--- config.mk ---
export PLATFORM = sky130hd
export DESIGN_NAME = video_mixer
export DESIGN_NICKNAME = d
export VERILOG_FILES = /design/src/rtl/video_mixer.sv
export SDC_FILE = /design/constraint.sdc
export NUM_CORES = 1
export LEC_CHECK = 0
export ABC_CLOCK_PERIOD_IN_PS = 4400
export CAP_MARGIN = 5
export CORE_MARGIN = 1
export CORE_UTILIZATION = 45
export DETAILED_ROUTE_END_ITERATION = 7
export DONT_BUFFER_PORTS = 1
export SLEW_MARGIN = 20
export SYNTH_ARGS = -nofsm -noshare
export SYNTH_HDL_FRONTEND = slang
export SYNTH_SLANG_ARGS = --single-unit
--- constraint.sdc ---
create_clock -name gpu_clk -period 4.4 [get_ports gpu_clk]
set_clock_uncertainty 0.15 [all_clocks]
set_input_delay 0.88 -clock gpu_clk [delete_from_list [all_inputs] [get_ports gpu_clk]]
set_output_delay 0.88 -clock gpu_clk [all_outputs]
set_load 0.01 [all_outputs]
--- src/rtl/video_mixer.sv ---
// Final pixel compositor: text/sprite/background priority mix,
// text palette and control registers, frame-based text blink.
module video_mixer #(
  parameter int COLOR_W       = 4,
  parameter int BLINK_DEFAULT = 30
) (
  input  logic                 gpu_clk,
  input  logic                 rst,
  input  logic                 visible,
  input  logic                 in_vblank,
  input  logic                 text_color,
  input  logic                 text_valid,
  input  logic [3*COLOR_W-1:0] obj_rgb,
  input  logic                 obj_valid,
  input  logic [3*COLOR_W-1:0] bg_rgb,
  input  logic                 cfg_we,
  input  logic [2:0]           cfg_addr,
  input  logic [7:0]           cfg_data,
  output logic [COLOR_W-1:0]   out_r,
  output logic [COLOR_W-1:0]   out_g,
  output logic [COLOR_W-1:0]   out_b,
  output logic                 out_visible
);

  localparam int PW = 3 * COLOR_W;

  logic [PW-1:0] txt0_q, txt0_d;
  logic [PW-1:0] txt1_q, txt1_d;
  logic [7:0]    ctrl_q, ctrl_d;
  logic [5:0]    period_q, period_d;
  logic [5:0]    cnt_q, cnt_d;
  logic          phase_q, phase_d;
  logic          vb_q;

  logic          s1_vis_q, s1_tc_q, s1_tv_q, s1_ov_q;
  logic [PW-1:0] s1_obj_q, s1_bg_q;

  logic [PW-1:0] pix_q, pix_d;
  logic          vis_q;

  logic          frame_edge;
  logic          text_eff, obj_eff;
  logic [PW-1:0] text_rgb;

  always_comb begin
    txt0_d   = txt0_q;
    txt1_d   = txt1_q;
    ctrl_d   = ctrl_q;
    period_d = period_q;
    if (cfg_we) begin
      unique case (cfg_addr)
        3'd0:    txt0_d[7:0]  = cfg_data;
        3'd1:    txt0_d[11:8] = cfg_data[3:0];
        3'd2:    txt1_d[7:0]  = cfg_data;
        3'd3:    txt1_d[11:8] = cfg_data[3:0];
        3'd4:    ctrl_d       = cfg_data;
        3'd5:    period_d     = cfg_data[5:0];
        default: ;
      endcase
    end
  end

  // Blink update reads period_q, so a same-cycle write takes effect later.
  always_comb begin
    frame_edge = in_vblank & ~vb_q;
    cnt_d      = cnt_q;
    phase_d    = phase_q;
    if (period_q == 6'd0) begin
      cnt_d   = 6'd0;
      phase_d = 1'b1;
    end else if (frame_edge) begin
      if (cnt_q >= period_q - 6'd1) begin
        cnt_d   = 6'd0;
        phase_d = ~phase_q;
      end else begin
        cnt_d = cnt_q + 6'd1;
      end
    end
  end

  always_comb begin
    text_eff = s1_tv_q & ctrl_q[0]
             & ~(ctrl_q[2] & ~phase_q & s1_tc_q);
    obj_eff  = s1_ov_q & ctrl_q[1];
    text_rgb = s1_tc_q ? txt1_q : txt0_q;
    pix_d    = s1_bg_q;
    if (!s1_vis_q) begin
      pix_d = '0;
    end else if (ctrl_q[3]) begin
      if (text_eff)     pix_d = text_rgb;
      else if (obj_eff) pix_d = s1_obj_q;
    end else begin
      if (obj_eff)       pix_d = s1_obj_q;
      else if (text_eff) pix_d = text_rgb;
    end
  end

  always_ff @(posedge gpu_clk or posedge rst) begin
    if (rst) begin
      txt0_q   <= '0;
      txt1_q   <= '1;
      ctrl_q   <= 8'h03;
      period_q <= 6'(BLINK_DEFAULT);
      cnt_q    <= 6'd0;
      phase_q  <= 1'b1;
      vb_q     <= 1'b0;
      s1_vis_q <= 1'b0;
      s1_tc_q  <= 1'b0;
      s1_tv_q  <= 1'b0;
      s1_ov_q  <= 1'b0;
      s1_obj_q <= '0;
      s1_bg_q  <= '0;
      pix_q    <= '0;
      vis_q    <= 1'b0;
    end else begin
      txt0_q   <= txt0_d;
      txt1_q   <= txt1_d;
      ctrl_q   <= ctrl_d;
      period_q <= period_d;
      cnt_q    <= cnt_d;
      phase_q  <= phase_d;
      vb_q     <= in_vblank;
      s1_vis_q <= visible;
      s1_tc_q  <= text_color;
      s1_tv_q  <= text_valid;
      s1_ov_q  <= obj_valid;
      s1_obj_q <= obj_rgb;
      s1_bg_q  <= bg_rgb;
      pix_q    <= pix_d;
      vis_q    <= s1_vis_q;
    end
  end

  assign out_r       = pix_q[PW-1 -: COLOR_W];
  assign out_g       = pix_q[2*COLOR_W-1 -: COLOR_W];
  assign out_b       = pix_q[COLOR_W-1:0];
  assign out_visible = vis_q;

endmodule

# ---- Yosys cells after proc, flatten, opt, wreduce, memory -nomap -nowiden
# Index checks and enable logic that the tools add are counted.
# W data, S select, Z words.
dict set report word_totals {
  latch_bits 0
  ramBits 0
  mem_count 0
  output_inout_bits 13
  mem_bits_ro 0
  regBits 83
  word_cells 58
}
dict set report classes {
  shift 0
  reduce_logical 11
  n_eq_ne 5
  mux 13
  mul 0
  n_addsub 2
  div_mod_pow 0
  bitwise 9
  n_lt_le_gt_ge 1
}
# operator n
set op_table {}
lappend op_table {{$mux W12} 7}
lappend op_table {{$mux W6} 3}
lappend op_table {{$reduce_and A2 Y1} 7}
lappend op_table {{$add A6 B1 Y6 const B} 1}
lappend op_table {{$and A1 B1 Y1} 6}
lappend op_table {{$eq A3 B2 Y1 const B} 2}
lappend op_table {{$eq A3 B3 Y1 const B} 2}
lappend op_table {{$ge A6 B6 Y1} 1}
lappend op_table {{$logic_not A6 Y1} 1}
lappend op_table {{$sub A6 B1 Y6 const B} 1}
lappend op_table {{$reduce_bool A2 Y1} 2}
lappend op_table {{$eq A3 B1 Y1 const B} 1}
lappend op_table {{$logic_not A3 Y1} 1}
lappend op_table {{$mux W1} 3}
lappend op_table {{$not A1 Y1} 3}

# ---- Longest topological paths before layout
# Gate-level depths: netlist (run 1).
dict set report logic_depth {
  depth_word 9
  mapped_depth 9
  ltp_nobuf 9
}

# ---- Worst setup path after synthesis (run 1)
# OpenSTA, ideal clock, no wires.
dict set report synth_timing {
  path_kind {reg-to-reg}
  start {register period_q[1]}
  end {register cnt_q[2]}
  period_less_slack_ns 2.169
  path_buffers 0
  setup_slack_ns 2.231
  path_stages_with_launch 10
  arrival_time_ns 1.888
  path_cell_list {dfstp_2 > inv_1 > ha_1 > nand2_1 > xor2_1 > ha_1 > nand4b_1 > or2_2 > o211ai_1 > nor2_1}
}
dict set report synth_via {
  elab_chain_cells 5
  elab_cells_between_ends 7
  cone_classes {add/sub: 1; order compare: 1; mux: 3; reduce/logical: 2}
}
# item line
set synth_rtl {}
lappend synth_rtl {{from (decl)} 30} ;# logic [5:0] period_q, period_d;
lappend synth_rtl {{from (signal assigned)} 103} ;# period_q <= 6'(BLINK_DEFAULT);
lappend synth_rtl {{from (signal assigned)} 119} ;# period_q <= period_d;
lappend synth_rtl {{$sub A6 B1 Y6} 72} ;# if (cnt_q >= period_q - 6'd1) begin
lappend synth_rtl {{$ge A6 B6 Y1} 72}
lappend synth_rtl {{$mux W6} 72}
lappend synth_rtl {{$mux W6} 71} ;# end else if (frame_edge) begin
lappend synth_rtl {{$mux W6} 68} ;# if (period_q == 6'd0) begin
lappend synth_rtl {{to (signal assigned)} 120} ;# cnt_q <= cnt_d;
lappend synth_rtl {{to (decl)} 31} ;# logic [5:0] cnt_q, cnt_d;
# Parallel ways exist; a longest one is shown, timed or not. The select of a mux whose other input is x is not followed.
# A chain may end at the register's enable or synchronous reset.

# ---- Worst setup path after layout (run 1)
dict set report layout_timing {
  start {register period_q[4]}
  end {register phase_q}
}
dict set report layout_via {
  elab_chain_cells 4
  elab_cells_between_ends 7
  cone_classes {add/sub: 1; order compare: 1; mux: 1; reduce/logical: 4}
}
# item line
set layout_rtl {}
lappend layout_rtl {{$sub A6 B1 Y6} 72}
lappend layout_rtl {{$ge A6 B6 Y1} 72}
lappend layout_rtl {{$reduce_bool A2 Y1 (no line)} --}
lappend layout_rtl {{$reduce_and A2 Y1 (no line)} --}
lappend layout_rtl {{to (signal assigned)} 121} ;# phase_q <= phase_d;
lappend layout_rtl {{to (decl)} 32} ;# logic phase_q, phase_d;
# Parallel ways exist; a longest one is shown, timed or not.

==> flow_summary.yaml, run 1 <==
timing:
  setup_viol: 0
  fin_tns_setup_ns: 0
  worst_slew_pin_slew_ns: 1.129
  fin_crit_sh: 0.5563
  hold_viol_final: 0
  relSlewSlack: 0.2459
  clock.fmax_mhz: 408.5
  post-route-min-period_ns: 2.448
  slew_viol_final: 0
  rsz0062_at_grt: "no"
floorplan:
  placementRows: 31
  start_util: 0.4695
  die-area_sq_um: 8003
  die_y_um: 89.46
  die-width_um: 89.46
  pin_count: 56
  coreArea_sq_um: 7331
critical_path:
  cp.arrival_ns: 2.58
  start_kind: "register"
  cp_top_family: "simple AND/OR/NAND/NOR gates"
  cp_slowest_stage_delay_ns: 0.39
  crit_path_max_fanout: 3
  path_buf_inv: 0
  reg2reg_from: "period_q[4]"
  cp_slowest_cell: "dfstp_2"
  rr_worst_depth: 8
  critPathKind: "reg -> reg"
  r2r_slack_ns: 1.95
  path_cells: "nor3_1 > nand3_1 > xor2_1 > ha_1 > nand4b_1 > or2_2 > o21ai_0 > mux2i_1"
  crit_required_ns: 4.53
  end_kind: "register"
  reg2reg_to: "phase_q"
detailed_routing:
  routed_wl_mm: 6.316
  drtAntennaViolNets: 0
  drc: 0
  drt_first_pass_iters: 4
  via_per_inst: 5.358
  drt_iter0_drc: 94
  vias: 1918
  drt-wirelength-per-cell_um: 17.64
synthesis:
  synthDistinctLibCells: 40
  ys_warn_count: 0
  syn_nets: 302
  yosysTopAreaCellShare: 0.4653
  avgSynthCellArea_sq_um: 13.77
  postSynth.asyncResetShare: 1.000
  synth_edf_count: 0
  synth_area_leaders: "dfrtp_1, dfstp_2, mux2_2"
  synth_ff_type: "dfrtp_1"
  synth_seq_cells: 83
  synth-seq-area-share: 0.6103
  yosysTopAreaCell: "dfrtp_1"
  netlist_instances: 250
  synth_area_sq_um: 3442
global_route:
  grt_pass1_wl_mm: 10.17
  grt-ovfl-total: 0
  grt_pass1_vias: 1925
  antenna_found_initial: 0
  grt_usage: 0.1804
  grt_max_degree: 53
clock_tree:
  cts_tree: "done"
  ctsHoldBuffers: 0
  cts-htree-levels: 3
  clock_path_buffers: 2
  clk_pin_slew_worst_paths_ns: 0.09
  cts_resized: 0
  post_cts_buffers: 0
  clk_latency_ns: 0.35
  cts_inserted_buffers: 9
  cts_root_buf: "clkbuf_8"
  cts.sinks: 83
min_path:
  min_to: "txt0_q[2]"
  worstHoldStart: "txt0_q[2]"
  whs_path_depth: 1
  hold_path.class: "reg -> reg"
cells_and_area:
  finalInstanceArea_sq_um: 3711
  drive_above_1_share: 0.3089
  final_nets: 306
  antenna_cells: 0
  area_growth_pct: 7.815
  layout_common_cells: "dfrtp_1, mux2_2, nor2_1"
  final_common_cell: "dfrtp_1"
  fill_cells: 643
placed_design:
  port_buffers: 0
  placed_area_sq_um: 3532
  gp_congestion: 0.7685
  dp_hpwl_mm: 4.208
pwr:
  power_mw: 1.828
  powerDensity_nw_per_um2: 492.5
  vdd_drop_max_mv: 0.3026
  p_leak_nw: 1.575
flow_run:
  maxCapViolations: 0
run_status:
  status: "finished, final reports clean"
-- worst max path at each step --
stage / start / endpoint / cells past startpoint
final: period_q[4] / phase_q / 8
after global routing: period_q[4] / phase_q / 8
after CTS: period_q[4] / phase_q / 8
after detailed placement: period_q[4] / phase_q / 8
after global placement: period_q[4] / phase_q / 8
after floorplan: rst / cnt_q[0] / 1
-- power by group --
group	switching [mW]	leakage, nW	total (mW)	internal, mW
Combinational	0.170	0.515	0.331	0.161
Clock	0.272	0.0859	0.494	0.223
Sequential	0.0903	0.974	1.00	0.912
Total	0.532	1.57	1.83	1.30
-- Yosys cell counts, drive strengths merged, types with 2 or more instances --
cell / instances
a211oi: 13
a21oi: 3
and2: 2
and3b: 3
buf: 8
dfrtp: 64
dfstp: 19
ha: 9
inv: 5
mux2: 33
mux2i: 13
nand2: 9
nand2b: 2
nand3: 2
nand4: 2
nand4b: 2
nor2: 22
nor3: 4
o21ai: 2
o31ai: 13
xnor2: 2
xor2: 6
-- logic make-up (layout without fill, tap and decap cells) --
family,Yosys count,in the layout,synth area share
fa+ha+maj,9,9,0.03272
flops,83,83,0.6103
mux,46,46,0.1458
simple gates,54,54,0.08579
buf+inv,13,22,0.01781
xor+xnor,8,8,0.02036
compound gates,37,37,0.08724
-- state kept, by name (all words and copies together), names as in the netlist, 4 cells and up --
signal,count
txt1_q,12
ctrl_q,4
cnt_q,6
period_q,6
s1_obj_q,12
txt0_q,12
s1_bg_q,12
pix_q,12
-- layout make-up --
class                   instances  area, sq um  area share
flip-flops and latches         83         2101      0.5661
multi-input cells             154         1280      0.3449
clock buffers                  11        141.4     0.03810
well taps                      99        123.9     0.03338
clock inverters                 5        37.54     0.01011
inverters                       5        20.02    0.005394
repair buffers                  1        7.507    0.002023
-- layer usage --
layer,GRT usage,up-vias,part of all wire
li1,-,909,-
met5,0,-,0
met1,0.2402,951,0.45
met3,0.05725,9,0.054
met2,0.2769,49,0.48
met4,0.06926,0,0.014
-- per-stage QoR --
stage          hold slack, ns    util  cells  worst slack (ns)
3_3_place_gp           0.3395  0.4818    342             1.955
6_report               0.3631  0.5062    358             1.952
2_1_floorplan          0.2391       -    250             1.265
5_1_grt                0.3683  0.5062    358             1.795
3_5_place_dp           0.3456  0.4818    342             1.954
4_1_cts                0.3677  0.5062    358             1.931
No activity file was read; power rests on OpenSTA's default activity.
==> run 2: changes to the inputs <==
--- a/config.mk
+++ b/config.mk
@@ -5,7 +5,7 @@
 export SDC_FILE = /design/constraint.sdc
 export NUM_CORES = 1
 export LEC_CHECK = 0
-export ABC_CLOCK_PERIOD_IN_PS = 4400
+export ABC_CLOCK_PERIOD_IN_PS = 2200
 export CAP_MARGIN = 5
 export CORE_MARGIN = 1
 export CORE_UTILIZATION = 45
==> constraint.sdc (replaced) <==
create_clock -name gpu_clk -period 2.2 [get_ports gpu_clk]
set_clock_uncertainty 0.15 [all_clocks]
set_input_delay 0.44 -clock gpu_clk [delete_from_list [all_inputs] [get_ports gpu_clk]]
set_output_delay 0.44 -clock gpu_clk [all_outputs]
set_load 0.01 [all_outputs]
==> run 2 against run 1 <==
  * Sequential power increased by 100%
  * Clock power grew 120%
  * Global-route usage is 1.1 points higher
  * Core utilization increased by 6.9 points
  * Hold slack got worse by 0.30 ns
==> flow_summary.yaml, run 2 (synthesis results as in run 1) <==
detailed_routing:
  drt_first_pass_iters: 4
  drc: 0
  drt_iter0_drc: 41
  via_per_inst: 5.191
  drtAntennaViolNets: 0
  drt-wirelength-per-cell_um: 16.60
  vias: 2097
  routed_wl_mm: 6.707
timing:
  hold_viol_final: 0
  worst_slew_pin_slew_ns: 0.6809
  fin_crit_sh: 0.9997
  relSlewSlack: 0.5446
  rsz0062_at_grt: "yes"
  worst_slack_ns: 0.0006781
  clock.fmax_mhz: 454.7
  post-route-min-period_ns: 2.199
  slew_viol_final: 0
  setup_viol: 0
clock_tree:
  cts_tree: "done"
  cts_inserted_buffers: 9
  cts_root_buf: "clkbuf_8"
  cts.sinks: 83
  cts-htree-levels: 3
  clk_latency_ns: 0.35
  clk_pin_slew_worst_paths_ns: 0.08
  clock_path_buffers: 2
floorplan:
  die-area_sq_um: 8003
  start_util: 0.4695
  coreArea_sq_um: 7331
  die_y_um: 89.46
  placementRows: 31
  die-width_um: 89.46
  pin_count: 56
critical_path:
  cp.arrival_ns: 2.29
  reg2reg_to: "cnt_q[3]"
  start_kind: "register"
  crit_required_ns: 2.29
  critPathKind: "reg -> reg"
  crit_path_max_fanout: 4
  r2r_slack_ns: 0.0007
  rr_worst_depth: 10
  end_kind: "register"
  reg2reg_from: "period_q[1]"
cells_and_area:
  fill_cells: 616
  final_nets: 352
  area_growth_pct: 22.43
  finalInstanceArea_sq_um: 4214
  antenna_cells: 0
  drive_above_1_share: 0.3377
  fin_cells: 404
  multi_input_area_sq_um: 1319
  seq_area_sq_um: 2101
  final_common_cell: "dfrtp_1"
  layout_common_cells: "dfrtp_1, mux2_2, dlygate4sd3_1"
global_route:
  grt_max_degree: 50
  grt_pass1_vias: 2197
  grt_pass1_wl_mm: 10.85
  grt-ovfl-total: 0
  antenna_found_initial: 0
  grt_usage: 0.1910
placed_design:
  port_buffers: 0
  pre_cts_ws_ns: -0.1932
  gp_congestion: 0.7404
  dp.cells: 355
  dp_hpwl_mm: 4.388
  placed_area_sq_um: 3645
pwr:
  vdd_drop_max_mv: 0.5031
  pwr-share-seq: 0.504
  p_sw_mw: 1.115
  p_sw_frac: 0.2815
  powerDensity_nw_per_um2: 940.3
  p_int_mw: 2.847
  pwr-share-comb: 0.219
  p_leak_nw: 1.791
  clkPwrFrac: 0.277
run_status:
  status: "finished, final reports clean"
min_path:
  min_to: "ctrl_q[3]"
  whs_path_depth: 2
  hold_path.class: "in -> reg"
  worstHoldStart: "cfg_data[3]"
flow_run:
  maxCapViolations: 0
[run 2: changes by cell type in the layout (fill, tap and decap cells not counted), sizes merged]
cell,before,now
clkinvlp,2,3
dlygate4sd3,0,30
clkinv,3,1
bufinv,0,1
buf,1,17
[run 2: what timing repair did]
item / 4_1_cts / 5_1_grt
hold endpoints to repair: 40 / 0
cloned: 0 / 0
buffers inserted: 3 / 0
hold buffers: 30 / 0
pin swaps: 10 / 3
endpoints found under the setup margin: 7 / 10
gates resized for setup: 10 / 2
[run 2: worst max path at each step]
stage	start	to	depth (start not counted)
after detailed placement	period_q[4]	cnt_q[2]	8
after CTS	period_q[1]	cnt_q[3]	10
after global routing	period_q[2]	cnt_q[4]	9
final	period_q[1]	cnt_q[3]	10
after global placement	period_q[4]	cnt_q[2]	8
after floorplan	period_q[1]	cnt_q[2]	9
[run 2: per-layer routing]
metal  part of all wire  up-vias  track usage  wire length (um)
met5                  0        -            0                 0
met4              0.014        0      0.07504                95
met3              0.047       11      0.06279               314
met2               0.49       53       0.3088              3310
met1               0.45     1040       0.2382              2987
li1                   -      993            -                 -
[run 2: cell type report]
class                   count  area share
clock buffers              11     0.03355
inverters                   5    0.005344
repair buffers             47      0.1054
flip-flops and latches     83      0.4985
well taps                  99     0.02939
clock inverters             5     0.01485
multi-input cells         154      0.3129
[run 2: per-stage QoR]
step	utilization	total power [mW]	hold WS, ns	TNS, ns
after floorplan	-	2.543	0.2391	0
after global placement	0.4972	2.760	0.1541	-0.2562
after detailed placement	0.4972	2.792	0.1528	-0.9193
after CTS	0.5733	3.998	0.04412	-0.01732
after global routing	0.5748	4.179	0.04573	-0.5448
final	0.5748	3.962	0.06240	0
[run 2: power by group through the flow]
stage,Clock (mW),Sequential [mW],Combinational (mW)
after floorplan,0,1.98,0.565
after global placement,0,2.01,0.748
after detailed placement,0,2.02,0.774
after CTS,1.14,2.00,0.859
after global routing,1.18,2.03,0.964
final,1.10,2.00,0.868
[run 2: worst max-delay path, stage by stage (launching register included)]
cell	delay, ns
dfstp_2	0.54
inv_2	0.04
buf_6	0.11
nand3_2	0.07
xor2_1	0.07
ha_1	0.35
nand4b_1	0.13
or2_4	0.27
o211ai_1	0.17
buf_4	0.16
nor2_1	0.04
==> run 3: changes to the inputs <==
--- a/config.mk
+++ b/config.mk
@@ -5,13 +5,13 @@
 export SDC_FILE = /design/constraint.sdc
 export NUM_CORES = 1
 export LEC_CHECK = 0
-export ABC_CLOCK_PERIOD_IN_PS = 2200
+export ABC_CLOCK_PERIOD_IN_PS = 2400
 export CAP_MARGIN = 5
 export CORE_MARGIN = 1
 export CORE_UTILIZATION = 45
 export DETAILED_ROUTE_END_ITERATION = 7
 export DONT_BUFFER_PORTS = 1
-export SLEW_MARGIN = 20
+export SLEW_MARGIN = 0
 export SYNTH_ARGS = -nofsm -noshare
 export SYNTH_HDL_FRONTEND = slang
 export SYNTH_SLANG_ARGS = --single-unit
==> constraint.sdc (replaced) <==
create_clock -name gpu_clk -period 2.4 [get_ports gpu_clk]
set_clock_uncertainty 0.15 [all_clocks]
set_input_delay 0.48 -clock gpu_clk [delete_from_list [all_inputs] [get_ports gpu_clk]]
set_output_delay 0.48 -clock gpu_clk [all_outputs]
set_load 0.01 [all_outputs]
==> run 3 against run 2 <==
  * Final cell count shrank 2.5%
  * Global-route usage shrank 0.13 points
  * Combinational power shrank 20%
  * Critical path type unchanged
  * Via count shrank 1.1%
  * Clock power is essentially flat
  * Count of clock-buffer cells in the layout is the same
  * Power shrank 8.0%
  * Maximum frequency shrank 1.6%
  * Critical endpoint is now pix_q[2]
  * Sequential share of layout area grew 0.98 points
  * Wire length shrank 0.31%
==> flow_summary.yaml, run 3 (synthesis results as in run 1) <==
run_status:
  status: "finished, final reports clean"
timing:
  hold_viol_final: 0
  post-route-min-period_ns: 2.234
  rsz0062_at_grt: "no"
  fin_tns_setup_ns: 0
  hold_ws_ns: 0.1032
  relSlewSlack: 0.2271
  setup_viol: 0
  slew_viol_final: 0
  fin_crit_sh: 0.9310
  clock.fmax_mhz: 447.5
  worst_slew_pin_slew_ns: 1.157
detailed_routing:
  routed_wl_mm: 6.686
  drtAntennaViolNets: 0
  via_per_inst: 5.261
  drt-wirelength-per-cell_um: 16.97
  drt_first_pass_iters: 4
  drt_iter0_drc: 90
  drc: 0
  vias: 2073
cells_and_area:
  final_common_cell: "dfrtp_1"
  final_util: 0.5637
  fill_cells: 582
  final_nets: 342
  drive_above_1_share: 0.3017
  finalInstanceArea_sq_um: 4133
  antenna_cells: 0
  multi_input_area_sq_um: 1294
  area_growth_pct: 20.07
  fin_cells: 394
  layout_common_cells: "dfrtp_1, mux2_2, dlygate4sd3_1"
  seq_area_sq_um: 2101
floorplan:
  coreArea_sq_um: 7331
  pin_count: 56
  start_util: 0.4695
  die-area_sq_um: 8003
  die_y_um: 89.46
  die-width_um: 89.46
  placementRows: 31
critical_path:
  cp_top_family: "compound AO/OA/AOI/OAI gates"
  cp_slowest_stage_delay_ns: 0.90
  start_kind: "register"
  crit_required_ns: 2.41
  cp_slowest_cell: "a211oi_2"
  cp.arrival_ns: 2.25
  end_kind: "register"
  path_buf_inv: 0
  path_cells: "and3b_4 > a211oi_2 > a211oi_1"
  critPathKind: "reg -> reg"
  crit_path_max_fanout: 12
global_route:
  grt_pass1_vias: 2143
  grt_usage: 0.1897
  antenna_found_initial: 0
  grt_max_degree: 84
  grt_pass1_wl_mm: 10.75
  grt-ovfl-total: 0
pwr:
  p_int_mw: 2.648
  vdd_drop_max_mv: 0.4858
  pwr-share-comb: 0.191
  p_sw_mw: 0.9970
  pwr-share-seq: 0.505
  clkPwrFrac: 0.304
  powerDensity_nw_per_um2: 882.1
  p_leak_nw: 1.755
  p_sw_frac: 0.2735
clock_tree:
  cts_root_buf: "clkbuf_8"
  cts_tree: "done"
  cts_inserted_buffers: 9
  clock_path_buffers: 2
  cts-htree-levels: 3
  cts.sinks: 83
  clk_pin_slew_worst_paths_ns: 0.09
  clk_latency_ns: 0.35
flow_run:
  maxCapViolations: 0
placed_design:
  port_buffers: 0
  placed_area_sq_um: 3577
  gp_congestion: 0.7505
  dp_hpwl_mm: 4.175
  dp.cells: 346
min_path:
  hold_path.class: "in -> reg"
## run 3: worst paths after layout
check	start	end	slack, ns	cells after the start
max	phase_q	pix_q[2]	0.17	3
min	cfg_data[3]	ctrl_q[3]	0.10	2
max reg2reg	phase_q	pix_q[2]	0.17	3
min reg2reg	txt0_q[2]	txt0_q[2]	0.36	1
max in group asynchronous	rst	txt1_q[9]	1.15	3
min in group asynchronous	rst	s1_tc_q	0.57	3
## run 3: power groups by stage
stage	logic [mW]	clock network [mW]	registers, mW
floorplan	0.518	0	1.81
global placement	0.618	0	1.85
detailed placement	0.637	0	1.86
CTS	0.686	1.15	1.83
global route	0.786	1.20	1.87
finish	0.695	1.11	1.84
## run 3: worst register-to-register path: cells and delay by family, from the launching register on
family	cells	cell delay [ns]
compound gates	2	1.12
flops	1	0.56
simple gates	1	0.23
## run 3: cell type report
cell class                 count  share of cell area
sequential                    83              0.5083
clock buffer                  11             0.03421
timing repair buffer          37             0.08840
clock inverter                 5             0.02059
tap                           99             0.02997
inverter                       5            0.005450
multi-input combinational    154              0.3130
## run 3: per-stage QoR
step                      power (mW)  worst slack (ns)
after floorplan                2.331            0.2308
after global placement         2.470           0.07249
after detailed placement       2.496         -0.006527
after CTS                      3.668           0.03331
after global routing           3.855           0.02049
final                          3.645            0.1656
## run 3: timing repair
item | 4_1_cts | 5_1_grt
hold endpoints to repair | 93 | 0
pin swaps | 1 | 2
setup buffers | 1 | 1
setup endpoints to repair | 4 | 6
gates cloned | 0 | 0
gates resized for setup | 0 | 5
hold buffers | 30 | 0
## run 3: routing by layer
| metal | up-vias | part of all wire | track usage |
|---|---|---|---|
| met5 | - | 0 | 0 |
| met4 | 0 | 0.014 | 0.06061 |
| met3 | 11 | 0.060 | 0.07756 |
| met2 | 51 | 0.47 | 0.2942 |
| met1 | 1034 | 0.45 | 0.2435 |
| li1 | 977 | - | - |
